[src/rtl/fl_chan_regfile_if.sv]
`default_nettype none
// +--------------------------------------------------------------------------+
// | fl_chan_regfile_if                                                       |
// | FPGALink channel bus: 7-bit channel select plus h2f/f2h byte streams.    |
// | Rev 1.0                                                                  |
// +--------------------------------------------------------------------------+
interface fl_chan_regfile_if;
  logic [6:0] chanAddr_in;
  logic [7:0] h2fData_in;
  logic       h2fValid_in;
  logic       h2fReady_out;
  logic [7:0] f2hData_out;
  logic       f2hValid_out;
  logic       f2hReady_in;

  // Comms block side
  modport master (
    output chanAddr_in,
    output h2fData_in,
    output h2fValid_in,
    input  h2fReady_out,
    input  f2hData_out,
    input  f2hValid_out,
    output f2hReady_in
  );

  // Application side
  modport slave (
    input  chanAddr_in,
    input  h2fData_in,
    input  h2fValid_in,
    output h2fReady_out,
    output f2hData_out,
    output f2hValid_out,
    input  f2hReady_in
  );
endinterface
`default_nettype wire

[src/rtl/fl_chan_regfile.sv]
`default_nettype none
// +--------------------------------------------------------------------------+
// | fl_chan_regfile                                                          |
// | FPGALink channel consumer: byte registers, loopback FIFO, status/flush.  |
// | Rev 1.0                                                                  |
// +--------------------------------------------------------------------------+
module fl_chan_regfile #(
  parameter int NUM_REGS    = 8,
  parameter int FIFO_DEPTH  = 16,
  parameter int FIFO_CHAN   = 8,
  parameter int STATUS_CHAN = 9
) (
  input  wire logic              clk_in,
  input  wire logic              reset_in,
  fl_chan_regfile_if.slave       chan,
  output logic [NUM_REGS*8-1:0]  regs_out
);

  localparam int               c_ptr_w       = $clog2(FIFO_DEPTH);
  localparam int               c_cnt_w       = c_ptr_w + 1;
  localparam logic [7:0]       c_num_regs    = 8'(NUM_REGS);
  localparam logic [6:0]       c_fifo_chan   = 7'(FIFO_CHAN);
  localparam logic [6:0]       c_status_chan = 7'(STATUS_CHAN);
  localparam logic [c_cnt_w-1:0] c_depth     = c_cnt_w'(FIFO_DEPTH);

  logic [6:0]         addr_q, addr_d;
  logic [7:0]         regs_q [NUM_REGS];
  logic [7:0]         regs_d [NUM_REGS];
  logic [7:0]         fifo_mem_q [FIFO_DEPTH];
  logic [c_ptr_w-1:0] rd_ptr_q, rd_ptr_d;
  logic [c_ptr_w-1:0] wr_ptr_q, wr_ptr_d;
  logic [c_cnt_w-1:0] count_q, count_d;

  logic       w_blank;
  logic       w_active;
  logic       w_is_reg;
  logic       w_is_fifo;
  logic       w_is_status;
  logic       w_fifo_full;
  logic       w_h2f_ready;
  logic       w_f2h_valid;
  logic [7:0] w_f2h_data;
  logic [7:0] w_reg_rd_data;
  logic [7:0] w_status_data;
  logic [8:0] w_count_ext;
  logic       w_wr;
  logic       w_rd;
  logic       w_push;
  logic       w_pop;
  logic       w_flush;

  // A channel change blanks the first cycle so stale data never handshakes.
  assign w_blank     = (chan.chanAddr_in != addr_q);
  assign w_active    = reset_in && !w_blank;
  assign w_is_reg    = ({1'b0, chan.chanAddr_in} < c_num_regs);
  assign w_is_fifo   = (chan.chanAddr_in == c_fifo_chan);
  assign w_is_status = (chan.chanAddr_in == c_status_chan);
  assign w_fifo_full = (count_q == c_depth);
  assign w_count_ext = 9'(count_q);
  assign w_status_data = (w_count_ext > 9'd255) ? 8'hFF : w_count_ext[7:0];

  always_comb begin
    w_reg_rd_data = 8'h00;
    for (int k = 0; k < NUM_REGS; k++) begin
      if (chan.chanAddr_in == 7'(k)) begin
        w_reg_rd_data = regs_q[k];
      end
    end
  end

  always_comb begin
    w_h2f_ready = 1'b0;
    w_f2h_valid = 1'b0;
    w_f2h_data  = 8'h00;
    if (w_active) begin
      w_h2f_ready = w_is_fifo ? !w_fifo_full : 1'b1;
      if (w_is_reg) begin
        w_f2h_data  = w_reg_rd_data;
        w_f2h_valid = 1'b1;
      end else if (w_is_fifo) begin
        w_f2h_data  = fifo_mem_q[rd_ptr_q];
        w_f2h_valid = (count_q != '0);
      end else if (w_is_status) begin
        w_f2h_data  = w_status_data;
        w_f2h_valid = 1'b1;
      end
    end
  end

  assign chan.h2fReady_out = w_h2f_ready;
  assign chan.f2hValid_out = w_f2h_valid;
  assign chan.f2hData_out  = w_f2h_data;

  assign w_wr    = chan.h2fValid_in && w_h2f_ready;
  assign w_rd    = w_f2h_valid && chan.f2hReady_in;
  assign w_push  = w_wr && w_is_fifo;
  assign w_pop   = w_rd && w_is_fifo;
  assign w_flush = w_wr && w_is_status;

  always_comb begin
    addr_d = chan.chanAddr_in;
    regs_d = regs_q;
    for (int k = 0; k < NUM_REGS; k++) begin
      if (w_wr && (chan.chanAddr_in == 7'(k))) begin
        regs_d[k] = chan.h2fData_in;
      end
    end
  end

  always_comb begin
    rd_ptr_d = rd_ptr_q;
    wr_ptr_d = wr_ptr_q;
    count_d  = count_q;
    if (w_flush) begin
      rd_ptr_d = '0;
      wr_ptr_d = '0;
      count_d  = '0;
    end else begin
      if (w_push) begin
        wr_ptr_d = wr_ptr_q + 1'b1;
      end
      if (w_pop) begin
        rd_ptr_d = rd_ptr_q + 1'b1;
      end
      case ({w_push, w_pop})
        2'b10:   count_d = count_q + 1'b1;
        2'b01:   count_d = count_q - 1'b1;
        default: count_d = count_q;
      endcase
    end
  end

  always_ff @(posedge clk_in or negedge reset_in) begin
    if (!reset_in) begin
      addr_q   <= 7'h7F;
      rd_ptr_q <= '0;
      wr_ptr_q <= '0;
      count_q  <= '0;
      for (int k = 0; k < NUM_REGS; k++) begin
        regs_q[k] <= 8'h00;
      end
    end else begin
      addr_q   <= addr_d;
      rd_ptr_q <= rd_ptr_d;
      wr_ptr_q <= wr_ptr_d;
      count_q  <= count_d;
      for (int k = 0; k < NUM_REGS; k++) begin
        regs_q[k] <= regs_d[k];
      end
    end
  end

  // Storage only; occupancy is tracked by the reset pointers and count.
  always_ff @(posedge clk_in) begin
    if (w_push) begin
      fifo_mem_q[wr_ptr_q] <= chan.h2fData_in;
    end
  end

  generate
    for (genvar k = 0; k < NUM_REGS; k++) begin : g_regs_out
      assign regs_out[8*k +: 8] = regs_q[k];
    end
  endgenerate

endmodule
`default_nettype wire

[src/flat_wrapper.sv]
// flat-port wrapper written by rule: the top's interface ports become plain ports
module fl_chan_regfile_flat 
#(
  parameter int NUM_REGS    = 8,
  parameter int FIFO_DEPTH  = 16,
  parameter int FIFO_CHAN   = 8,
  parameter int STATUS_CHAN = 9
)
  (clk_in, reset_in, regs_out, chan_chanAddr_in, chan_h2fData_in, chan_h2fValid_in, chan_h2fReady_out, chan_f2hData_out, chan_f2hValid_out, chan_f2hReady_in);
  fl_chan_regfile_if chan_i ();
  input  wire logic clk_in;
  input  wire logic reset_in;
  output logic [NUM_REGS*8-1:0] regs_out;
  input wire logic [$bits(chan_i.chanAddr_in)-1:0] chan_chanAddr_in;
  input wire logic [$bits(chan_i.h2fData_in)-1:0] chan_h2fData_in;
  input wire logic [$bits(chan_i.h2fValid_in)-1:0] chan_h2fValid_in;
  output wire logic [$bits(chan_i.h2fReady_out)-1:0] chan_h2fReady_out;
  output wire logic [$bits(chan_i.f2hData_out)-1:0] chan_f2hData_out;
  output wire logic [$bits(chan_i.f2hValid_out)-1:0] chan_f2hValid_out;
  input wire logic [$bits(chan_i.f2hReady_in)-1:0] chan_f2hReady_in;
  assign chan_i.chanAddr_in = chan_chanAddr_in;
  assign chan_i.h2fData_in = chan_h2fData_in;
  assign chan_i.h2fValid_in = chan_h2fValid_in;
  assign chan_h2fReady_out = chan_i.h2fReady_out;
  assign chan_f2hData_out = chan_i.f2hData_out;
  assign chan_f2hValid_out = chan_i.f2hValid_out;
  assign chan_i.f2hReady_in = chan_f2hReady_in;
  fl_chan_regfile #(.NUM_REGS(NUM_REGS), .FIFO_DEPTH(FIFO_DEPTH), .FIFO_CHAN(FIFO_CHAN), .STATUS_CHAN(STATUS_CHAN)) u_core (.clk_in(clk_in), .reset_in(reset_in), .chan(chan_i), .regs_out(regs_out));
endmodule
[config.mk]
export PLATFORM = sky130hd
export DESIGN_NAME = fl_chan_regfile_flat
export DESIGN_NICKNAME = d
export VERILOG_FILES = /design/src/rtl/fl_chan_regfile_if.sv /design/src/rtl/fl_chan_regfile.sv /design/src/flat_wrapper.sv
export SDC_FILE = /design/constraint.sdc
export NUM_CORES = 1
export LEC_CHECK = 0
export CAP_MARGIN = 20
export CORE_ASPECT_RATIO = 1.5
export CORE_MARGIN = 10
export CORE_UTILIZATION = 60
export CTS_CLUSTER_DIAMETER = 200
export CTS_CLUSTER_SIZE = 16
export DETAILED_ROUTE_END_ITERATION = 8
export MAX_ROUTING_LAYER = met4
export PLACE_DENSITY_LB_ADDON = 0.2
export SYNTH_ARGS = -nofsm -noshare
export SYNTH_HDL_FRONTEND = slang
export SYNTH_SLANG_ARGS = --single-unit
export TNS_END_PERCENT = 10
[constraint.sdc]
create_clock -name clk_in -period 6.1 [get_ports clk_in]
set_clock_uncertainty 0.1 [all_clocks]
set_input_delay 0.61 -clock clk_in [delete_from_list [all_inputs] [get_ports clk_in]]
set_output_delay 0.61 -clock clk_in [all_outputs]
set_load 0.02 [all_outputs]
==> results of run 1 <==
==> synth_stat cells (all sizes together) (4+ instances only) <==
cell     number  share of area [%]
a2111oi       4               0.37
a211oi        7               0.55
a21oi        14               0.74
a221oi        4               0.37
a22oi         7               0.55
and2          9               0.59
buf          18                1.0
clkbuf       14               0.55
dfrtp        77                 20
dfstp         7                1.9
edfxtp      128                 40
ha            9                1.2
inv          18               0.71
mux2         70                8.3
mux2i        15                1.6
mux4         37                8.8
nand2        14               0.55
nand2b        4               0.26
nand3        11               0.58
nand4         6               0.40
nor2         23               0.91
nor2b        15               0.99
nor3         10               0.99
nor4         13                1.4
o21ai        18               0.95
or3           6               0.45
or4           5               0.43
xnor2         9               0.83
==> state kept, by name (all words and copies together), names as in the netlist <==
name	count
u_core.addr_q	7
u_core.rd_ptr_q	4
u_core.regs_out	64
u_core.count_q	5
u_core.wr_ptr_q	4
u_core.fifo_mem_q	128
==> per-layer routing <==
layer	global-route usage (%)	vias to the layer above	part of all wire (%)
li1	-	2550	-
met1	26.5	2994	38
met2	37.8	240	52
met3	4.25	42	6.2
met4	8.23	0	3.3
met5	-	-	0
==> worst min path at each step <==
stage,from,endpoint,slack [ns],depth (start not counted)
6_report,reset_in,u_core.regs_out[52],0.37,2
4_1_cts,reset_in,u_core.regs_out[52],0.36,2
2_1_floorplan,reset_in,u_core.count_q[0],0.21,0
3_5_place_dp,reset_in,u_core.regs_out[52],0.32,1
5_1_grt,reset_in,u_core.regs_out[52],0.36,2
3_3_place_gp,reset_in,u_core.regs_out[52],0.31,1
==> worst register-to-register path: stages (launching register included) <==
cell      delay, ns
dfrtp_1        0.43
or4_1          0.63
o211ai_1       0.28
nor4_2         0.10
inv_1          0.25
ha_1           0.29
inv_1          0.11
fa_1           0.40
nor2b_1        0.17
o21ai_0        0.15
and3_1         0.22
or4_1          0.40
a21oi_1        0.16
==> cell families (layout without fill, tap and decap cells) <==
| logic type | count (synthesis) | after routing | synth area share (%) |
|---|---|---|---|
| multiplexers | 122 | 122 | 18.7 |
| AND/OR/NAND/NOR | 131 | 131 | 8.87 |
| XOR/XNOR | 10 | 10 | 0.922 |
| AO/OA/AOI/OAI | 72 | 72 | 5.18 |
| adder cells (fa/ha/maj) | 10 | 10 | 1.40 |
| flip-flops | 212 | 212 | 62.7 |
| buffers and inverters | 50 | 155 | 2.29 |
==> what timing repair did <==
| item | in CTS | in global routing |
|---|---|---|
| hold buffers | 1 | 0 |
| hold endpoints to repair | 2 | 0 |
| setup endpoints to repair | 0 | 0 |
| gates resized for setup | 0 | 0 |
==> through the flow <==
stage	std cells	setup WS (ns)	instance area (um2)	power [mW]	util (%)
3_5_place_dp	883	1.40	10600	1.65	67.9
2_1_floorplan	607	2.49	9500	1.59	-
6_report	915	1.34	11100	2.63	71.3
4_1_cts	914	1.30	11100	2.64	71.1
5_1_grt	915	1.15	11100	2.71	71.3
3_3_place_gp	883	1.56	10600	1.65	67.9
==> cell type report <==
type | instances | area (um2) | area share, %
flip-flops and latches | 212 | 5960 | 53.4
multi-input cells | 345 | 3330 | 29.8
repair buffers | 107 | 1050 | 9.41
clock buffers | 28 | 467 | 4.19
well taps | 203 | 254 | 2.28
inverters | 18 | 67.6 | 0.606
clock inverters | 2 | 25.0 | 0.225
==> power groups by stage <==
stage	clock network [mW]	registers (mW)	logic, mW
2_1_floorplan	0	1.56	0.0343
3_3_place_gp	0	1.56	0.0858
3_5_place_dp	0	1.56	0.0890
4_1_cts	1.03	1.53	0.0897
5_1_grt	1.08	1.53	0.0993
6_report	1.01	1.53	0.0916
==> results.toml, run 1 <==
[status]
status = "finished, final reports clean"

[setup_path]
crit_family = "compound AO/OA/AOI/OAI gates"
rrSetupSlack_ns = 2.34
worstPathRequired_ns = 5.39
cpPeakStageDelay_ns = 1.03
path_max_fanout = 23
critPathLaunchType = "register"
ff2ff_path_depth = 12
crit_arrival_ns = 4.05
criticalPathCategory = "reg -> out"
cp-end-kind = "primary output"
critPathLaunch = "u_core.rd_ptr_q[1]"
crit_chain = "mux2i_1 -> a22o_1 -> a2111oi_0 -> o21ai_0 -> a221oi_1 -> clkdlybuf4s50_1"
endpoint = "chan_f2hData_out[4]"
r2r-end = "u_core.count_q[4]"
cp_num_cells = 6
rr_startpoint = "u_core.count_q[1]"
worst-path-buf-inv = 1
slowest_stage = "dfrtp_1"

[synth]
yosysWarnings = 0
avgSynthCellArea_um2 = 15.6
async_flop_share_pct = 39.6
synth-seq-cells = 212
synth_edf_count = 128
synth_area_um2 = 9500
synth_seq_area_share_pct = 62.7
synthFlopType = "edfxtp_1"
syn_inst = 607
synth_cell_types = 60
synth_nets = 636

[sta]
holdWs_ns = 0.371
setup_viol = 0
slew_violations = 0
slew_headroom_pct = 29.6
max_freq_mhz = 210
hold_violations = 0
tns_ns = 0
worst_pin_slew_ns = 1.03
post-route-min-period_ns = 4.76
rsz0062_at_grt = "no"
post-route-period-util_pct = 78.1

[clocking]
htreeDepth = 1
cts_inserted_buffers = 17
root_buffer = "clkbuf_16"
post_cts_buffers = 0
clockBufferDepth = 3
cts_sinks = 212
cts_tree = "done"
clkTransAtPathRegs_ns = 0.07
clock_latency_ns = 0.48

[floorplanning]
fp.dieH_um = 174
ios = 93
die_x_um = 123
initial_core_util_pct = 60.8
core-area_um2 = 15600
rows = 56
dieArea_um2 = 21400

[pwr]
powerDensity_nw_per_um2 = 236
leakage_nw = 4.06
power.share.switching_pct = 20.7
p_comb_share_pct = 3.5
switchingPower_uw = 546
vdd_drop_max_uv = 244
intPower_mw = 2.09
clkPwrFrac_pct = 38.4
p_seq_share_pct = 58.1

[drt]
drtPass1Iterations = 5
wl_per_cell_um = 25.4
wl_um = 23200
vias = 5826
drc = 0
postRouteAntennaNets = 0
drtIter0Drc = 470
vias_per_cell = 6.37

[cells_and_area]
syn2layout_area_growth_pct = 17.3
diodes = 0
drive_gt1_share_pct = 23.9
num-nets-final = 730
final_cell_mix = "128 x edfxtp_1, 90 x clkdlybuf4s50_1, 76 x dfrtp_1, 70 x mux2_2, 37 x mux4_2"
final_common_cell = "edfxtp_1"
fillCellCount = 1011

[min_path]
hold_path.class = "in -> async"

[grt]
grt_max_degree = 83
grt_pass1_vias = 6294
grt_pass1_wl_um = 36300
groute.usage.overall_pct = 22.6
overflow = 0
antenna_found_initial = 0

[placed_design]
place.gp.congestion = 0.914
hpwl_um = 16100
io_buffers = 92

[flow_run]
maxCapViolCount = 0
Note: power is estimated with default switching activity, not from simulation.
==> run 2: changes to the inputs <==
--- a/config.mk
+++ b/config.mk
@@ -8,7 +8,7 @@
 export CAP_MARGIN = 20
 export CORE_ASPECT_RATIO = 1.5
 export CORE_MARGIN = 10
-export CORE_UTILIZATION = 60
+export CORE_UTILIZATION = 57
 export CTS_CLUSTER_DIAMETER = 200
 export CTS_CLUSTER_SIZE = 16
 export DETAILED_ROUTE_END_ITERATION = 8
==> constraint.sdc (replaced) <==
create_clock -name clk_in -period 4.8 [get_ports clk_in]
set_clock_uncertainty 0.1 [all_clocks]
set_input_delay 0.48 -clock clk_in [delete_from_list [all_inputs] [get_ports clk_in]]
set_output_delay 0.48 -clock clk_in [all_outputs]
set_load 0.02 [all_outputs]
==> results.toml, run 2 (synthesized netlist as in run 1, its figures left out) <==
[clocking]
cts_tree = "done"
htreeDepth = 1
clkTransAtPathRegs_ns = 0.08
clock_latency_ns = 0.49
cts_inserted_buffers = 17
root_buffer = "clkbuf_16"
cts_sinks = 212
post_cts_resize_count = 0
clockBufferDepth = 3

[setup_path]
crit_chain = "mux2i_1 -> a22o_1 -> a2111oi_0 -> o21ai_0 -> a221oi_1 -> clkdlybuf4s50_1"
cp_num_cells = 6
crit_arrival_ns = 3.97
worst-path-buf-inv = 1
r2r-end = "u_core.count_q[4]"
path_max_fanout = 21
ff2ff_path_depth = 12
criticalPathCategory = "reg -> out"
cp-end-kind = "primary output"
rr_startpoint = "u_core.count_q[0]"
critPathLaunchType = "register"
worstPathRequired_ns = 4.22
rrSetupSlack_ns = 1.11
slowest_stage = "dfrtp_1"
crit_family = "compound AO/OA/AOI/OAI gates"
cpPeakStageDelay_ns = 0.95

[pwr]
powerDensity_nw_per_um2 = 301
vdd_drop_max_uv = 300
leakage_nw = 4.07

[sta]
max_freq_mhz = 220
post-route-min-period_ns = 4.55
post-route-period-util_pct = 94.7
tns_ns = 0
slew_headroom_pct = 28.8
setup_viol = 0
rsz0062_at_grt = "no"
hold_violations = 0
slew_violations = 0
worst_pin_slew_ns = 1.07

[floorplanning]
rows = 57
fp.dieH_um = 178
initial_core_util_pct = 58.4
ios = 93
dieArea_um2 = 22300
core-area_um2 = 16300
die_x_um = 125

[min_path]
hold_path.class = "in -> async"

[cells_and_area]
final_common_cell = "edfxtp_1"
diodes = 0
num-nets-final = 735
stdcell_area_um2 = 11200
final_cell_mix = "128 x edfxtp_1, 90 x clkdlybuf4s50_1, 76 x dfrtp_1, 70 x mux2_2, 37 x mux4_2"
largest_reg_flops = 128
syn2layout_area_growth_pct = 17.5
top_register = "u_core.fifo_mem_q"
drive_gt1_share_pct = 24.4

[placed_design]
place.gp.congestion = 0.918
place_area_um2 = 10700
hpwl_um = 17100
io_buffers = 92

[drt]
wl_um = 23900
drtIter0Drc = 435
vias = 5782
postRouteAntennaNets = 0
wl_per_cell_um = 25.9
drtPass1Iterations = 5
drc = 0
vias_per_cell = 6.26

[grt]
grt_max_degree = 63
antenna_found_initial = 0
grt_pass1_vias = 6149
overflow = 0
grt_pass1_wl_um = 37000
groute.usage.overall_pct = 21.7

[status]
status = "finished, final reports clean"

[flow_run]
maxCapViolCount = 0
run 2: layer usage:
| metal | up-vias | GRT usage [%] | share of wire (%) |
|---|---|---|---|
| li1 | 2565 | - | - |
| met1 | 2964 | 25.3 | 39 |
| met2 | 206 | 37.5 | 53 |
| met3 | 47 | 3.15 | 4.5 |
| met4 | 0 | 8.42 | 3.4 |
| met5 | - | - | 0 |
run 2: worst max-delay path by stage:
stage | start | to | slack, ns
after global routing | u_core.rd_ptr_q[0] | chan_f2hData_out[4] | 0.12
after global placement | chan_chanAddr_in[3] | chan_f2hData_out[6] | 0.63
final | u_core.rd_ptr_q[1] | chan_f2hData_out[4] | 0.25
after detailed placement | chan_chanAddr_in[3] | u_core.count_q[4] | 0.49
after CTS | u_core.rd_ptr_q[1] | chan_f2hData_out[4] | 0.31
after floorplan | chan_chanAddr_in[0] | u_core.count_q[4] | 1.32
run 2: timing repair:
item                                    in CTS  in global routing
hold buffers                                 1                  0
setup buffers                                0                  0
endpoints found under the setup margin       0                  0
hold endpoints to repair                    18                  0
run 2: final cells by class:
cell class / count / area (um2)
flip-flops and latches: 212 / 5960
inverters: 18 / 67.6
well taps: 206 / 258
repair buffers: 112 / 1070
multi-input cells: 345 / 3330
clock inverters: 2 / 25.0
fillers: 1123 / 5100
clock buffers: 28 / 467
run 2: stage by stage:
step           power, mW  util, %  hold WS [ns]  std cells  setup WS, ns
2_1_floorplan       2.03        -        0.0844        607          1.32
6_report            3.36     68.7         0.333        923         0.253
3_5_place_dp        2.10     65.6         0.299        892         0.485
5_1_grt             3.46     68.7         0.351        923         0.121
3_3_place_gp        2.09     65.6         0.285        892         0.625
4_1_cts             3.38     68.7         0.315        923         0.310
run 2: report_power, final:
| part | internal, mW | switching (mW) | total [mW] | leakage (nW) |
|---|---|---|---|---|
| sequential | 1.94 | 0.00237 | 1.94 | 2.29 |
| clock | 0.675 | 0.624 | 1.30 | 0.234 |
| combinational | 0.0351 | 0.0809 | 0.116 | 1.55 |
| total | 2.65 | 0.707 | 3.36 | 4.07 |
